===== config.mk =====
export PLATFORM = sky130hd
export DESIGN_NAME = shared_ram_arbiter_flat
export DESIGN_NICKNAME = d
export VERILOG_FILES = /design/src/rtl/shared_ram_arbiter_if.sv /design/src/rtl/shared_ram_arbiter.sv /design/src/flat_wrapper.sv
export SDC_FILE = /design/constraint.sdc
export NUM_CORES = 1
export LEC_CHECK = 0
export ABC_AREA = 1
export ABC_CLOCK_PERIOD_IN_PS = 3550
export CORE_AREA = 2 2 145 147
export CTS_CLUSTER_DIAMETER = 150
export DETAILED_ROUTE_END_ITERATION = 8
export DIE_AREA = 0 0 147 149
export PLACE_DENSITY = 0.71
export SLEW_MARGIN = 20
export SYNTH_ARGS = -nofsm -noshare
export SYNTH_HDL_FRONTEND = slang
export SYNTH_SLANG_ARGS = --single-unit

===== constraint.sdc =====
create_clock -name clock -period 3.55 [get_ports clock]
set_clock_uncertainty 0.1 [all_clocks]
set_input_delay 0.5325 -clock clock [delete_from_list [all_inputs] [get_ports clock]]
set_output_delay 0.5325 -clock clock [all_outputs]
set_load 0.02 [all_outputs]

===== src/rtl/shared_ram_arbiter_if.sv =====
// shared_ram_arbiter_if
//   Request/return bus between the shader-core load/store units and the
//   shared data RAM arbiter. One bundle carries all NUM_PORTS requesters.
//
//   req            : per-port request, held with its fields until granted
//   req_write      : per-port 1=store, 0=load
//   req_address    : per-port byte address, port i at [i*ADDRESS_WIDTH +: ADDRESS_WIDTH]
//   req_write_data : per-port store data, port i at [i*WORD_WIDTH +: WORD_WIDTH]
//   grant          : one-hot or zero, port i accepted at this clock edge
//   read_valid     : one-hot or zero, read_data belongs to port i this cycle
//   read_data      : shared read return bus
//
//   master : requester side (cores)
//   slave  : arbiter side
interface shared_ram_arbiter_if #(
  parameter int NUM_PORTS     = 4,
  parameter int ADDRESS_WIDTH = 16,
  parameter int WORD_WIDTH    = 32
);
  logic [NUM_PORTS-1:0]               req;
  logic [NUM_PORTS-1:0]               req_write;
  logic [NUM_PORTS*ADDRESS_WIDTH-1:0] req_address;
  logic [NUM_PORTS*WORD_WIDTH-1:0]    req_write_data;
  logic [NUM_PORTS-1:0]               grant;
  logic [NUM_PORTS-1:0]               read_valid;
  logic [WORD_WIDTH-1:0]              read_data;

  modport master (
    output req, req_write, req_address, req_write_data,
    input  grant, read_valid, read_data
  );

  modport slave (
    input  req, req_write, req_address, req_write_data,
    output grant, read_valid, read_data
  );
endinterface


===== src/rtl/shared_ram_arbiter.sv =====
// shared_ram_arbiter
//   Shares one single-port BlockRam (1-cycle registered read) between
//   NUM_PORTS core load/store requesters and a host loader port.
//   Cores are served round-robin; the chosen command is registered towards
//   the RAM, and load data comes back two cycles after the grant with a
//   one-hot read_valid strobe identifying the owner.
//
//   clock, reset_n  : system clock, synchronous active-low reset
//   core_bus        : requester bundle (slave side), see shared_ram_arbiter_if
//   ext_enable      : host owns the RAM; core grants suppressed
//   ext_write       : host write strobe
//   ext_address     : host byte address
//   ext_write_data  : host write data
//   ram_address     : word address to BlockRam
//   ram_write       : BlockRam write enable
//   ram_write_data  : BlockRam write data
//   ram_read_data   : BlockRam read data (passed straight to read_data)
module shared_ram_arbiter #(
  parameter int NUM_PORTS     = 4,
  parameter int ADDRESS_WIDTH = 16,
  parameter int WORD_WIDTH    = 32
) (
  input  logic                     clock,
  input  logic                     reset_n,
  shared_ram_arbiter_if.slave      core_bus,
  input  logic                     ext_enable,
  input  logic                     ext_write,
  input  logic [ADDRESS_WIDTH-1:0] ext_address,
  input  logic [WORD_WIDTH-1:0]    ext_write_data,
  output logic [ADDRESS_WIDTH-3:0] ram_address,
  output logic                     ram_write,
  output logic [WORD_WIDTH-1:0]    ram_write_data,
  input  logic [WORD_WIDTH-1:0]    ram_read_data
);

  localparam int PORT_W = (NUM_PORTS > 1) ? $clog2(NUM_PORTS) : 1;
  // Pointer resets to the last port so port 0 is scanned first.
  localparam logic [PORT_W-1:0] LAST_PORT = PORT_W'(NUM_PORTS - 1);

  logic [PORT_W-1:0]        last_grant_q, last_grant_d;
  logic [ADDRESS_WIDTH-3:0] ram_address_q, ram_address_d;
  logic                     ram_write_q, ram_write_d;
  logic [WORD_WIDTH-1:0]    ram_write_data_q, ram_write_data_d;
  logic                     s1_valid_q, s1_valid_d;
  logic [PORT_W-1:0]        s1_port_q, s1_port_d;
  logic                     s2_valid_q, s2_valid_d;
  logic [PORT_W-1:0]        s2_port_q, s2_port_d;

  logic [NUM_PORTS-1:0]     grant_c;
  logic                     grant_found;
  logic [PORT_W-1:0]        grant_idx;
  logic [ADDRESS_WIDTH-1:0] sel_address;
  logic [WORD_WIDTH-1:0]    sel_data;
  logic                     unused_addr_bits;

  // Round-robin scan starting just after the last granted port, wrapping
  // modulo NUM_PORTS. The first requester found wins.
  always_comb begin : rr_scan
    int cand;
    cand        = 0;
    grant_c     = '0;
    grant_found = 1'b0;
    grant_idx   = '0;
    if (reset_n && !ext_enable) begin
      for (int k = 1; k <= NUM_PORTS; k++) begin
        cand = int'(last_grant_q) + k;
        if (cand >= NUM_PORTS) cand = cand - NUM_PORTS;
        if (!grant_found && core_bus.req[cand[PORT_W-1:0]]) begin
          grant_found = 1'b1;
          grant_idx   = cand[PORT_W-1:0];
        end
      end
      if (grant_found) grant_c[grant_idx] = 1'b1;
    end
  end

  // Next RAM command and read pipeline. The host path takes priority over
  // cores; reads already in flight keep advancing regardless of who owns
  // the RAM this cycle.
  always_comb begin
    last_grant_d     = last_grant_q;
    ram_address_d    = ram_address_q;
    ram_write_d      = 1'b0;
    ram_write_data_d = ram_write_data_q;
    s1_valid_d       = 1'b0;
    s1_port_d        = s1_port_q;
    s2_valid_d       = s1_valid_q;
    s2_port_d        = s1_port_q;
    sel_address      = core_bus.req_address[grant_idx*ADDRESS_WIDTH +: ADDRESS_WIDTH];
    sel_data         = core_bus.req_write_data[grant_idx*WORD_WIDTH +: WORD_WIDTH];

    if (ext_enable) begin
      ram_address_d    = ext_address[ADDRESS_WIDTH-1:2];
      ram_write_d      = ext_write;
      ram_write_data_d = ext_write_data;
    end else if (grant_found) begin
      last_grant_d     = grant_idx;
      ram_address_d    = sel_address[ADDRESS_WIDTH-1:2];
      ram_write_d      = core_bus.req_write[grant_idx];
      ram_write_data_d = sel_data;
      // Only loads travel down the return pipeline.
      s1_valid_d       = !core_bus.req_write[grant_idx];
      s1_port_d        = grant_idx;
    end
  end

  always_ff @(posedge clock) begin
    if (!reset_n) begin
      last_grant_q     <= LAST_PORT;
      ram_address_q    <= '0;
      ram_write_q      <= 1'b0;
      ram_write_data_q <= '0;
      s1_valid_q       <= 1'b0;
      s1_port_q        <= '0;
      s2_valid_q       <= 1'b0;
      s2_port_q        <= '0;
    end else begin
      last_grant_q     <= last_grant_d;
      ram_address_q    <= ram_address_d;
      ram_write_q      <= ram_write_d;
      ram_write_data_q <= ram_write_data_d;
      s1_valid_q       <= s1_valid_d;
      s1_port_q        <= s1_port_d;
      s2_valid_q       <= s2_valid_d;
      s2_port_q        <= s2_port_d;
    end
  end

  // Byte-offset bits are irrelevant to a word-addressed RAM.
  assign unused_addr_bits = ^{sel_address[1:0], ext_address[1:0]};

  // Outputs are forced idle for the whole reset cycle, not only after the
  // first reset edge, so the RAM never sees a stale write during reset.
  assign core_bus.grant      = grant_c;
  assign core_bus.read_valid = (reset_n && s2_valid_q) ? (NUM_PORTS'(1) << s2_port_q) : '0;
  assign core_bus.read_data  = ram_read_data;
  assign ram_address         = reset_n ? ram_address_q : '0;
  assign ram_write           = reset_n & ram_write_q;
  assign ram_write_data      = reset_n ? ram_write_data_q : '0;

endmodule


===== src/flat_wrapper.sv =====
// flat-port wrapper written by rule: the top's interface ports become plain ports
module shared_ram_arbiter_flat 
#(
  parameter int NUM_PORTS     = 4,
  parameter int ADDRESS_WIDTH = 16,
  parameter int WORD_WIDTH    = 32
)
  (clock, reset_n, ext_enable, ext_write, ext_address, ext_write_data, ram_address, ram_write, ram_write_data, ram_read_data, core_bus_req, core_bus_req_write, core_bus_req_address, core_bus_req_write_data, core_bus_grant, core_bus_read_valid, core_bus_read_data);
  shared_ram_arbiter_if #(.NUM_PORTS(NUM_PORTS), .ADDRESS_WIDTH(ADDRESS_WIDTH), .WORD_WIDTH(WORD_WIDTH)) core_bus_i ();
  input  logic clock;
  input  logic reset_n;
  input  logic ext_enable;
  input  logic ext_write;
  input  logic [ADDRESS_WIDTH-1:0] ext_address;
  input  logic [WORD_WIDTH-1:0] ext_write_data;
  output logic [ADDRESS_WIDTH-3:0] ram_address;
  output logic ram_write;
  output logic [WORD_WIDTH-1:0] ram_write_data;
  input  logic [WORD_WIDTH-1:0] ram_read_data;
  input wire logic [$bits(core_bus_i.req)-1:0] core_bus_req;
  input wire logic [$bits(core_bus_i.req_write)-1:0] core_bus_req_write;
  input wire logic [$bits(core_bus_i.req_address)-1:0] core_bus_req_address;
  input wire logic [$bits(core_bus_i.req_write_data)-1:0] core_bus_req_write_data;
  output wire logic [$bits(core_bus_i.grant)-1:0] core_bus_grant;
  output wire logic [$bits(core_bus_i.read_valid)-1:0] core_bus_read_valid;
  output wire logic [$bits(core_bus_i.read_data)-1:0] core_bus_read_data;
  assign core_bus_i.req = core_bus_req;
  assign core_bus_i.req_write = core_bus_req_write;
  assign core_bus_i.req_address = core_bus_req_address;
  assign core_bus_i.req_write_data = core_bus_req_write_data;
  assign core_bus_grant = core_bus_i.grant;
  assign core_bus_read_valid = core_bus_i.read_valid;
  assign core_bus_read_data = core_bus_i.read_data;
  shared_ram_arbiter #(.NUM_PORTS(NUM_PORTS), .ADDRESS_WIDTH(ADDRESS_WIDTH), .WORD_WIDTH(WORD_WIDTH)) u_core (.clock(clock), .reset_n(reset_n), .core_bus(core_bus_i), .ext_enable(ext_enable), .ext_write(ext_write), .ext_address(ext_address), .ext_write_data(ext_write_data), .ram_address(ram_address), .ram_write(ram_write), .ram_write_data(ram_write_data), .ram_read_data(ram_read_data));
endmodule

==> metrics.txt <==
synth cell count leaders=nand2_1, nand3_1, inv_1; Sum Neg Setup Slack=0 ps; r2r worst-path depth=16; clk buf depth=2; pre-CTS setup slack=~280 ps; global route overflow=0; GPL Wtd Cong=~0.9; crit-path cells=inv_2 > nand2_1 > nand2_1 > nand2_1 > nand2_2 > nor2_4 > nand3_2 > nand2_1 > nand2_2 > nand2_4 > nand2_2 > nor2_1 > clkdlybuf4s50_1; Initial DRT Pass Iterations=8; Finished Cell Area=between 8000 and 9000 µm²; Synth area leaders=nand3_1, nand2_1, dfxtp_1, inv_1, nand3b_1; synthesized flop and latch total=55; Critical-path top delay cell=clkdlybuf4s50_1; crit-path leading delay family=simple AND/OR/NAND/NOR gates; clk root buf=clkbuf_16; Cells on Worst Hold Path=2; hold_buf cts=0; fraction of layout cells with a size suffix above 1=0.0365; outcome=finished clean; Post-synth ARST share=0; Reg2Reg Capture Point=u_core.ram_write_data_q[28]; mapped cell area=approximately 5600 µm²; CP Data Required Time=slightly below 3000 ps; CP startpoint=u_core.last_grant_q[0]; Post-synth EDFFs=0; Lkg Pwr=about 4.6 nW; row count=53; critical path peak fanout=11; WHS=between 300 and 400 ps; Util after Layout=0.421; max_slew headroom=0.277; Yosys top cell area share=0.236; WL final=between 20000 and 25000 µm; initial core utilization=0.274; Overall Global Routing Usage=0.195; Sink Count=55; Gate Count Post-Synth=about 1000; Top cell by count, worst path=nand2_1; Syn Nets=between 1000 and 1500; arrival time at the worst endpoint=around 2700 ps; slowest cell delay on critical path=610 ps; first-pass GRT wire length=~34000 µm; Setup crit end kind=primary output; TritonCTS Buffers=5; Die Footprint=21900 µm²; Die Ht=between 100 and 150 µm; placed cell count=about 1500; Slew @ Worst Pin=approximately 1100 ps; initial antenna violation count=0; Non-Filler Instances=about 1500; crit start category=register; Post-Syn Area per Cell=5.40 µm²; Ant. Diodes=0; # fillers=between 2000 and 2500; core area=about 20000 µm²; final setup margin=210 ps; via count=7053; worst reg2reg path startpoint=u_core.last_grant_q[0]; max-cap viol count=0; fmax=approximately 0.30 GHz; Syn-to-layout area delta=53.7%; Reg clk slew, reported paths=~70 ps; Worst-Skew Late Latency=slightly below 300 ps; postcts setup bufs=0; Power Total=~3 mW; first-iteration detailed-routing DRC count=approximately 370; register area share after synthesis=0.195; r2r setup slk=630 ps; vias per inst=4.59; Critical Path End=core_bus_grant[3]; Final nets=1545; Slew Limit Fails=0; post-DR wirelength/cell=about 14 µm; WP buf/inv=2; peak supply drop=0.323 mV; DRC=0; Final setup viols=0; H-tree levels=2; RSZ-0062 raised after global routing=no; number of global-route vias before repair=6612; largest net degree at the start of global routing=95; HP Class=reg2reg; instance count on the critical path=13; IO Pins=371; critical setup path kind=reg2out; Post-DP HPWL=15600 µm; final hold violation count=0; Pwr Density=356 nW/µm²; post-route minimum period=3340 ps; Die Span X=147 µm; I/O Buffers=approximately 300; Tcrit/Tclk final=0.941; most common cell in the synthesized netlist=nand2_1; Synth Warn #=0; CTS resizes=0; CTS tree=built; top_reg_cell synth=dfxtp_1; cell accounting for the most synthesized area=nand3_1; Cell Area, Placed=between 8000 and 9000 µm²; remaining antenna violation count=0; Synth cell types=22
-- cell families after synthesis --
family                 count (synthesis)  share of synthesized area
AND/OR/NAND/NOR                      634                      0.525
AO/OA/AOI/OAI                         28                     0.0249
buffers and inverters                327                      0.255
flip-flops                            55                      0.195
-- area by class of cell --
type,instances,area (µm²),share of cell area
clock buffers,6,139,0.0160
well taps,275,344,0.0397
flip-flops and latches,55,1100,0.127
clock inverters,2,35.0,0.00404
repair buffers,315,3110,0.359
multi-input cells,662,3100,0.358
inverters,222,833,0.0962
-- registers in the layout, summed over array words and instances (netlist names) --
register / cells
u_core.ram_write_data_q: 32
u_core.ram_address_q: 14
u_core.last_grant_q: 2
u_core.s1_port_q: 2
u_core.s2_port_q: 2
u_core.ram_write_q: 1
u_core.s1_valid_q: 1
u_core.s2_valid_q: 1
-- how the worst min path moves through the flow --
stage                                      to                start  slack, ps
final                       u_core.s2_valid_q    u_core.s1_valid_q        310
after global routing      u_core.s2_port_q[1]  u_core.s1_port_q[1]        360
after CTS                   u_core.s2_valid_q    u_core.s1_valid_q        310
after detailed placement    u_core.s2_valid_q    u_core.s1_valid_q        300
after global placement      u_core.s2_valid_q    u_core.s1_valid_q        290
after floorplan             u_core.s2_valid_q    u_core.s1_valid_q        290
-- worst reg2reg max path, cell delays in order (launching register included) --
cell	delay, ps
dfxtp_1	560
inv_2	170
nand2_1	100
nand2_1	90
nand2_1	110
nand2_2	80
nor2_4	130
nand3_2	120
nand2_1	90
nand2_2	90
nand2_4	110
buf_4	450
nand3_1	180
nand3_1	210
nand3_1	100
nand2_1	90
nand2_1	40
-- power by group --
group,internal (mW),switching [mW]
combinational,0.691,1.04
clock,0.352,0.238
sequential,0.722,0.0366
-- cell usage in the layout (no fill, tap or decap) --
cell type	synthesis	routed
buf_4	40	18
clkbuf_8	0	1
dfxtp_1	55	55
clkdlybuf4s50_1	0	294
nand2_1	300	300
nor2_1	3	3
nand4_1	2	2
a21oi_1	2	2
buf_2	18	2
nor3_1	4	4
o21ai_0	25	25
nor2_4	2	3
nand3_1	266	266
inv_2	4	4
nand3_2	4	4
clkinv_2	0	1
o21ai_1	1	1
clkbuf_16	0	5
nand2_4	1	1
bufinv_16	0	1
inv_1	218	218
nand3b_1	46	46
buf_12	0	1
nand2_2	5	5
-- metal layers --
metal,global-route usage,vias up,part of all wire
met2,0.360,324,0.50
met3,0.0477,34,0.081
met1,0.226,3096,0.40
li1,-,3599,-
met5,0,-,0
met4,0.0519,0,0.020
No activity file was read; power rests on OpenSTA's default activity.
